[src/rtl/spi_pkg.sv]
// Shared types and encodings for the SPI command dispatcher and its FIFO.
package spi_pkg;

  localparam int unsigned CmdCountW = 16;

  localparam logic TGT_M1 = 1'b0;
  localparam logic TGT_M2 = 1'b1;

  typedef enum logic [1:0] {
    StIdle,
    StIssue,
    StGap
  } dispatch_state_e;

endpackage

[src/rtl/spi_cmd_dispatch_if.sv]
// Upstream command stream plus the two downstream SPI master streams.
interface spi_cmd_dispatch_if;

  logic [31:0] s_axis_tdata;
  logic        s_axis_tdest;
  logic        s_axis_tvalid;
  logic        s_axis_tready;

  logic [31:0] m_axis_tdata_1;
  logic        m_axis_tvalid_1;
  logic        m_axis_tready_1;

  logic [31:0] m_axis_tdata_2;
  logic        m_axis_tvalid_2;
  logic        m_axis_tready_2;

  // Dispatcher side: accepts the upstream stream, sources both master streams.
  modport slave (
    input  s_axis_tdata, s_axis_tdest, s_axis_tvalid, m_axis_tready_1, m_axis_tready_2,
    output s_axis_tready, m_axis_tdata_1, m_axis_tvalid_1, m_axis_tdata_2, m_axis_tvalid_2
  );

  // Environment side: produces commands, sinks the master streams.
  modport master (
    output s_axis_tdata, s_axis_tdest, s_axis_tvalid, m_axis_tready_1, m_axis_tready_2,
    input  s_axis_tready, m_axis_tdata_1, m_axis_tvalid_1, m_axis_tdata_2, m_axis_tvalid_2
  );

endinterface

[src/rtl/spi_cmd_fifo.sv]
// Synchronous command FIFO; the oldest entry is presented from a head register that
// becomes valid one cycle after the entry reaches the front.
module spi_cmd_fifo #(
  parameter  int unsigned DEPTH = 8,
  parameter  int unsigned WIDTH = 33,
  localparam int unsigned AW    = $clog2(DEPTH)
) (
  input  logic             clk,
  input  logic             resetn,
  input  logic             push,
  input  logic [WIDTH-1:0] wdata,
  input  logic             pop,
  output logic [WIDTH-1:0] head,
  output logic             head_valid,
  output logic [AW:0]      level
);

  logic [WIDTH-1:0] mem_q [DEPTH];
  logic [AW-1:0]    wr_ptr_q, rd_ptr_q;
  logic [AW:0]      level_q, level_d;
  logic [WIDTH-1:0] head_q;
  logic             head_valid_q;

  always_comb begin
    level_d = level_q;
    case ({push, pop})
      2'b10:   level_d = level_q + 1'b1;
      2'b01:   level_d = level_q - 1'b1;
      default: level_d = level_q;
    endcase
  end

  always_ff @(posedge clk) begin
    if (push) begin
      mem_q[wr_ptr_q] <= wdata;
    end
  end

  always_ff @(posedge clk or negedge resetn) begin
    if (!resetn) begin
      wr_ptr_q     <= '0;
      rd_ptr_q     <= '0;
      level_q      <= '0;
      head_q       <= '0;
      head_valid_q <= 1'b0;
    end else begin
      if (push) wr_ptr_q <= wr_ptr_q + 1'b1;
      if (pop)  rd_ptr_q <= rd_ptr_q + 1'b1;
      level_q      <= level_d;
      head_q       <= mem_q[rd_ptr_q];
      // After a pop the register still holds the old word until the next one is re-read.
      head_valid_q <= (level_q != '0) && !pop;
    end
  end

  assign head       = head_q;
  assign head_valid = head_valid_q;
  assign level      = level_q;

endmodule

[src/rtl/spi_cmd_dispatch.sv]
// Buffers tagged commands and issues them one at a time, in order, to one of two SPI
// masters, with a fixed idle gap after every dispatched command.
module spi_cmd_dispatch
  import spi_pkg::*;
#(
  parameter  int unsigned FIFO_DEPTH = 8,
  parameter  int unsigned GAP_CYCLES = 16,
  localparam int unsigned LevelW     = $clog2(FIFO_DEPTH) + 1
) (
  input  logic                 clk,
  input  logic                 resetn,
  spi_cmd_dispatch_if.slave    bus,
  output logic [LevelW-1:0]    fifo_level,
  output logic [CmdCountW-1:0] cmd_count,
  output logic                 idle
);

  localparam int unsigned GapW = (GAP_CYCLES > 1) ? $clog2(GAP_CYCLES) : 1;

  dispatch_state_e      state_q, state_d;
  logic [GapW-1:0]      gap_q, gap_d;
  logic                 tvalid_1_q, tvalid_1_d, tvalid_2_q, tvalid_2_d;
  logic [31:0]          tdata_1_q, tdata_1_d, tdata_2_q, tdata_2_d;
  logic [CmdCountW-1:0] cmd_count_q, cmd_count_d;
  logic                 ready_en_q;
  logic                 push, pop, handshake, head_valid;
  logic [32:0]          head;

  // Upstream stays held off for the first cycle after reset release.
  assign bus.s_axis_tready = ready_en_q && (fifo_level != LevelW'(FIFO_DEPTH));
  assign push              = bus.s_axis_tvalid && bus.s_axis_tready;
  assign handshake         = (tvalid_1_q && bus.m_axis_tready_1) ||
                             (tvalid_2_q && bus.m_axis_tready_2);

  spi_cmd_fifo #(
    .DEPTH (FIFO_DEPTH),
    .WIDTH (33)
  ) u_fifo (
    .clk        (clk),
    .resetn     (resetn),
    .push       (push),
    .wdata      ({bus.s_axis_tdest, bus.s_axis_tdata}),
    .pop        (pop),
    .head       (head),
    .head_valid (head_valid),
    .level      (fifo_level)
  );

  always_comb begin
    state_d     = state_q;
    gap_d       = gap_q;
    tvalid_1_d  = tvalid_1_q;
    tvalid_2_d  = tvalid_2_q;
    tdata_1_d   = tdata_1_q;
    tdata_2_d   = tdata_2_q;
    cmd_count_d = cmd_count_q;
    pop         = 1'b0;
    case (state_q)
      StIdle: begin
        if (head_valid) begin
          if (head[32] == TGT_M2) begin
            tvalid_2_d = 1'b1;
            tdata_2_d  = {24'h0, head[7:0]};
          end else begin
            tvalid_1_d = 1'b1;
            tdata_1_d  = head[31:0];
          end
          state_d = StIssue;
        end
      end
      StIssue: begin
        if (handshake) begin
          pop         = 1'b1;
          cmd_count_d = cmd_count_q + 1'b1;
          tvalid_1_d  = 1'b0;
          tvalid_2_d  = 1'b0;
          tdata_1_d   = '0;
          tdata_2_d   = '0;
          if (GAP_CYCLES == 0) begin
            state_d = StIdle;
          end else begin
            gap_d   = GapW'(GAP_CYCLES - 1);
            state_d = StGap;
          end
        end
      end
      StGap: begin
        if (gap_q == '0) begin
          state_d = StIdle;
        end else begin
          gap_d = gap_q - 1'b1;
        end
      end
      default: state_d = StIdle;
    endcase
  end

  always_ff @(posedge clk or negedge resetn) begin
    if (!resetn) begin
      state_q     <= StIdle;
      gap_q       <= '0;
      tvalid_1_q  <= 1'b0;
      tvalid_2_q  <= 1'b0;
      tdata_1_q   <= '0;
      tdata_2_q   <= '0;
      cmd_count_q <= '0;
      ready_en_q  <= 1'b0;
    end else begin
      state_q     <= state_d;
      gap_q       <= gap_d;
      tvalid_1_q  <= tvalid_1_d;
      tvalid_2_q  <= tvalid_2_d;
      tdata_1_q   <= tdata_1_d;
      tdata_2_q   <= tdata_2_d;
      cmd_count_q <= cmd_count_d;
      ready_en_q  <= 1'b1;
    end
  end

  assign bus.m_axis_tvalid_1 = tvalid_1_q;
  assign bus.m_axis_tdata_1  = tdata_1_q;
  assign bus.m_axis_tvalid_2 = tvalid_2_q;
  assign bus.m_axis_tdata_2  = tdata_2_q;
  assign cmd_count           = cmd_count_q;
  assign idle                = (fifo_level == '0) && (state_q == StIdle);

endmodule

[src/flat_wrapper.sv]
// flat-port wrapper written by rule: the top's interface ports become plain ports
module spi_cmd_dispatch_flat import spi_pkg::*;
#(
  parameter  int unsigned FIFO_DEPTH = 8,
  parameter  int unsigned GAP_CYCLES = 16,
  localparam int unsigned LevelW     = $clog2(FIFO_DEPTH) + 1
)
  (clk, resetn, fifo_level, cmd_count, idle, bus_s_axis_tdata, bus_s_axis_tdest, bus_s_axis_tvalid, bus_m_axis_tready_1, bus_m_axis_tready_2, bus_s_axis_tready, bus_m_axis_tdata_1, bus_m_axis_tvalid_1, bus_m_axis_tdata_2, bus_m_axis_tvalid_2);
  spi_cmd_dispatch_if bus_i ();
  input  logic clk;
  input  logic resetn;
  output logic [LevelW-1:0] fifo_level;
  output logic [CmdCountW-1:0] cmd_count;
  output logic idle;
  input wire logic [$bits(bus_i.s_axis_tdata)-1:0] bus_s_axis_tdata;
  input wire logic [$bits(bus_i.s_axis_tdest)-1:0] bus_s_axis_tdest;
  input wire logic [$bits(bus_i.s_axis_tvalid)-1:0] bus_s_axis_tvalid;
  input wire logic [$bits(bus_i.m_axis_tready_1)-1:0] bus_m_axis_tready_1;
  input wire logic [$bits(bus_i.m_axis_tready_2)-1:0] bus_m_axis_tready_2;
  output wire logic [$bits(bus_i.s_axis_tready)-1:0] bus_s_axis_tready;
  output wire logic [$bits(bus_i.m_axis_tdata_1)-1:0] bus_m_axis_tdata_1;
  output wire logic [$bits(bus_i.m_axis_tvalid_1)-1:0] bus_m_axis_tvalid_1;
  output wire logic [$bits(bus_i.m_axis_tdata_2)-1:0] bus_m_axis_tdata_2;
  output wire logic [$bits(bus_i.m_axis_tvalid_2)-1:0] bus_m_axis_tvalid_2;
  assign bus_i.s_axis_tdata = bus_s_axis_tdata;
  assign bus_i.s_axis_tdest = bus_s_axis_tdest;
  assign bus_i.s_axis_tvalid = bus_s_axis_tvalid;
  assign bus_i.m_axis_tready_1 = bus_m_axis_tready_1;
  assign bus_i.m_axis_tready_2 = bus_m_axis_tready_2;
  assign bus_s_axis_tready = bus_i.s_axis_tready;
  assign bus_m_axis_tdata_1 = bus_i.m_axis_tdata_1;
  assign bus_m_axis_tvalid_1 = bus_i.m_axis_tvalid_1;
  assign bus_m_axis_tdata_2 = bus_i.m_axis_tdata_2;
  assign bus_m_axis_tvalid_2 = bus_i.m_axis_tvalid_2;
  spi_cmd_dispatch #(.FIFO_DEPTH(FIFO_DEPTH), .GAP_CYCLES(GAP_CYCLES)) u_core (.clk(clk), .resetn(resetn), .bus(bus_i), .fifo_level(fifo_level), .cmd_count(cmd_count), .idle(idle));
endmodule
[config.mk]
export PLATFORM = sky130hd
export DESIGN_NAME = spi_cmd_dispatch_flat
export DESIGN_NICKNAME = d
export VERILOG_FILES = /design/src/rtl/spi_pkg.sv /design/src/rtl/spi_cmd_dispatch_if.sv /design/src/rtl/spi_cmd_fifo.sv /design/src/rtl/spi_cmd_dispatch.sv /design/src/flat_wrapper.sv
export SDC_FILE = /design/constraint.sdc
export NUM_CORES = 1
export LEC_CHECK = 0
export CORE_AREA = 2 2 193 195
export CTS_CLUSTER_DIAMETER = 40
export CTS_CLUSTER_SIZE = 16
export DETAILED_ROUTE_END_ITERATION = 8
export DIE_AREA = 0 0 195 197
export SETUP_SLACK_MARGIN = 0.1
export SLEW_MARGIN = 20
export SYNTH_ARGS = -nofsm -noshare
export SYNTH_HDL_FRONTEND = slang
export SYNTH_HIERARCHICAL = 1
export SYNTH_SLANG_ARGS = --single-unit
[constraint.sdc]
create_clock -name clk -period 6.3 [get_ports clk]
set_clock_uncertainty 0.1 [all_clocks]
set_input_delay 0.945 -clock clk [delete_from_list [all_inputs] [get_ports clk]]
set_output_delay 0.945 -clock clk [all_outputs]
set_load 0.05 [all_outputs]
==> results by group <==
Global route
  • Global Route Usage Sum: 14.5%
  • Grt peak-use layer: met2
  • Number of global-route vias before repair: 7118
  • Met2 GRT Util: 22.9%
  • First-pass GRT wire length: 42500 um
  • Global Route met3 Usage: 2.93%
  • Largest net degree at the start of global routing: 69
  • GR Overflow Total: 0
  • Antenna violations before repair: 1
  • Met1 Use GR: 20.6%

Die
  • Num rows: 70
  • Initial core utilization: 39.6%
  • Boundary Pins: 126
  • Core Area: 36300 sq um
  • Die area: 38400 sq um
  • Die height: 197 um
  • Die X: 195 um

Clock tree
  • Clk sink count: 373
  • Clock buffer depth: 3
  • H-tree levels: 2
  • Num CTS Buffers: 47
  • Hold_buf cts: 0
  • Clock transition at path regs: 0.05 ns
  • Post-CTS setup buffer count: 0
  • CTS tree: done
  • Clock root buffer: clkbuf_16
  • Worst skew pair latency: 0.54 ns
  • Cts repair resizes: 0

STA
  • Total negative slack: 0 ns
  • Max-Slew Margin vs Limit: 33.0%
  • Final Max Slew Viols: 0
  • Max Clk Rate: 284 MHz
  • # setup viols final: 0
  • Actual slew at the worst max-slew pin: 1.01 ns
  • Tmin final: 3.52 ns
  • Final Hold Viols: 0
  • RSZ-0062 raised after global routing: no
  • Period utilization: 55.8%

Synthesis
  • Seq cells post-synth: 373
  • Synth cell types: 60
  • Synthesized area per cell: 20.7 sq um
  • Register area share after synthesis: 74.1%
  • Synth area leaders: edfxtp_1 (55%), dfrtp_1 (19%), mux4_2 (8.6%), mux2_4 (2.5%), a22o_1 (2.4%)
  • Syn. warnings: 6
  • Cells after Synth: 695
  • Synth top area share: 55.2%
  • Synth area leader: edfxtp_1
  • Post-synth EDFFs: 264
  • Ys async rst share: 29.2%
  • Synth Flop Type: edfxtp_1
  • Mapped cell area: 14400 sq um

Run status
  • Status: completed

Setup path
  • Worst Setup End Kind: output port
  • CP max FO: 9
  • Crit Path Category: reg -> out
  • CP Data Arrival Time: 2.47 ns
  • Reg-to-Reg Start: u_core/u_fifo/level[1]$_DFFE_PN0P_
  • Critical path launch point: u_core/u_fifo/level[1]$_DFFE_PN0P_
  • Worst path required time: 5.25 ns
  • Startpoint Class: flip-flop

Power
  • VDD IR-drop max: 0.307 mV
  • Final Power: 8610 uW
  • Leakage: 0.00630 uW
  • Power density over cell area: 494 nW/um^2

Flow run
  • Max-cap violations: 0

Detailed routing
  • Detailed Route WL: 27300 um
  • Via count: 6741
  • Via/cell ratio: 5.04
  • WL/cell: 20.4 um
  • 1st-iter DRT viols: 331
  • Drc violations: 0
  • Final ANT Viol Nets: 0
  • Drt pass-1 iters: 4

Placement
  • Post-DP HPWL: 15800 um
  • Final Wtd Congestion: 0.763
  • # port buffers: 101
  • Area after DPL: 15800 sq um

Final layout
  • Syn-to-layout area delta: 21.3%
  • Fill count: 3023
  • Final instance area: 17400 sq um
  • Layout cells sized above 1: 24.4%
  • Fin nets: 874

Worst hold path
  • Hold Crit Class: in -> async
==> final cells by class <==
cell class              instances  area [sq um]  area share [%]
diodes                          2          5.00          0.0287
clock buffers                  56          1310            7.54
clock inverters                32           277            1.59
inverters                       7          26.3           0.151
multi-input cells             284          3420            19.6
flip-flops and latches        373         10700            61.2
well taps                     468           586            3.36
repair buffers                116          1140            6.55
==> final timing paths <==
kind                                                              to  slack (ns)  cells after the start
max                                                             idle        2.78                      3
min in group clk           u_core/bus.m_axis_tdata_1[20]$_DFFE_PN0P_        0.36                      1
min                               u_core/u_fifo/level[0]$_DFFE_PN0P_        0.29                      1
max in group asynchronous      u_core/u_fifo/rd_ptr_q[0]$_DFFE_PN0P_        4.42                      2
max reg2reg                     u_core/u_fifo/mem_q[7][10]$_DFFE_PP_        3.39                      6
min reg2reg                u_core/bus.m_axis_tdata_1[20]$_DFFE_PN0P_        0.36                      1
==> report_power, final <==
| group | internal [uW] | switching, uW | total [uW] |
|---|---|---|---|
| Combinational | 1150 | 1430 | 2580 |
| Clock | 1600 | 1050 | 2650 |
| Sequential | 3080 | 300 | 3380 |
| Total | 5830 | 2770 | 8610 |
==> layout by cell type (no fill, tap or decap), types with 4 or more instances in the layout <==
cell type	n
buf_4	15
mux2_2	10
xnor2_1	16
nand2_1	10
clkdlybuf4s50_1	100
xor2_1	7
nand3_1	4
nor2_4	6
nor2_1	10
conb_1	25
mux4_1	11
nand2b_1	5
inv_1	6
inv_6	12
ha_1	7
clkbuf_16	50
clkinv_2	11
mux4_2	55
edfxtp_1	264
a22o_1	40
mux2_4	24
nor3_1	5
clkbuf_8	4
dfrtp_1	106
==> critical path, cell delays in order (launching register included) <==
cell	delay, ns
dfrtp_1	0.49
nor3_1	0.27
nor4b_1	0.32
clkdlybuf4s50_1	0.87
==> synthesized netlist by cell type (4+ instances only) <==
master and number:
ha_1 7, edfxtp_1 264, nor2_1 16, nand2_1 10
dfrtp_1 109, nor3_1 7, buf_2 9, buf_6 6
xnor2_1 16, buf_4 25, nand3_1 4, nand2b_1 6
clkbuf_1 5, mux2_2 10, mux4_1 11, xor2_1 7
mux2_4 24, a22o_1 40, inv_1 6, buf_12 4
mux4_2 55
==> logic make-up after synthesis <==
family                     count (synthesis)  share of synthesized area [%]
xor gates and xnor gates                  23                           1.40
muxes                                    105                           14.3
buffers and inverters                     61                           3.14
AOI/OAI and AO/OA                         56                           3.30
and+or+nand+nor                           68                           3.05
other                                      2                         0.0523
adders and majority gates                  7                          0.609
DFF                                      373                           74.1
==> metal layers <==
| metal | share of wire [%] | vias to the layer above |
|---|---|---|
| li1 | - | 3010 |
| met1 | 46 | 3523 |
| met2 | 47 | 163 |
| met3 | 5.2 | 45 |
| met4 | 1.9 | 0 |
| met5 | 0 | - |
==> stage by stage <==
| stage | worst slack, ns | hold WS (ns) | utilization [%] | cells |
|---|---|---|---|---|
| after floorplan | 0.889 | 0.342 | - | 718 |
| after global placement | 2.64 | 0.344 | 43.6 | 1246 |
| after detailed placement | 2.63 | 0.347 | 43.6 | 1247 |
| after CTS | 2.74 | 0.318 | 48.0 | 1335 |
| after global routing | 2.62 | 0.335 | 48.0 | 1336 |
| final | 2.78 | 0.291 | 48.1 | 1338 |
==> state kept, by name, summed over array words and instances, names as in the netlist, 2 cells and up <==
name	cells
u_core/u_fifo/rd_ptr_q	3
u_core/state_q	2
u_core/gap_q	4
u_core/u_fifo/mem_q	264
u_core/u_fifo/wr_ptr_q	3
u_core/u_fifo/level	4
u_core/u_fifo/head	33
u_core/bus.m_axis_tdata_1	32
u_core/cmd_count	16
u_core/bus.m_axis_tdata_2	8
(Power assumes the default switching activity.)
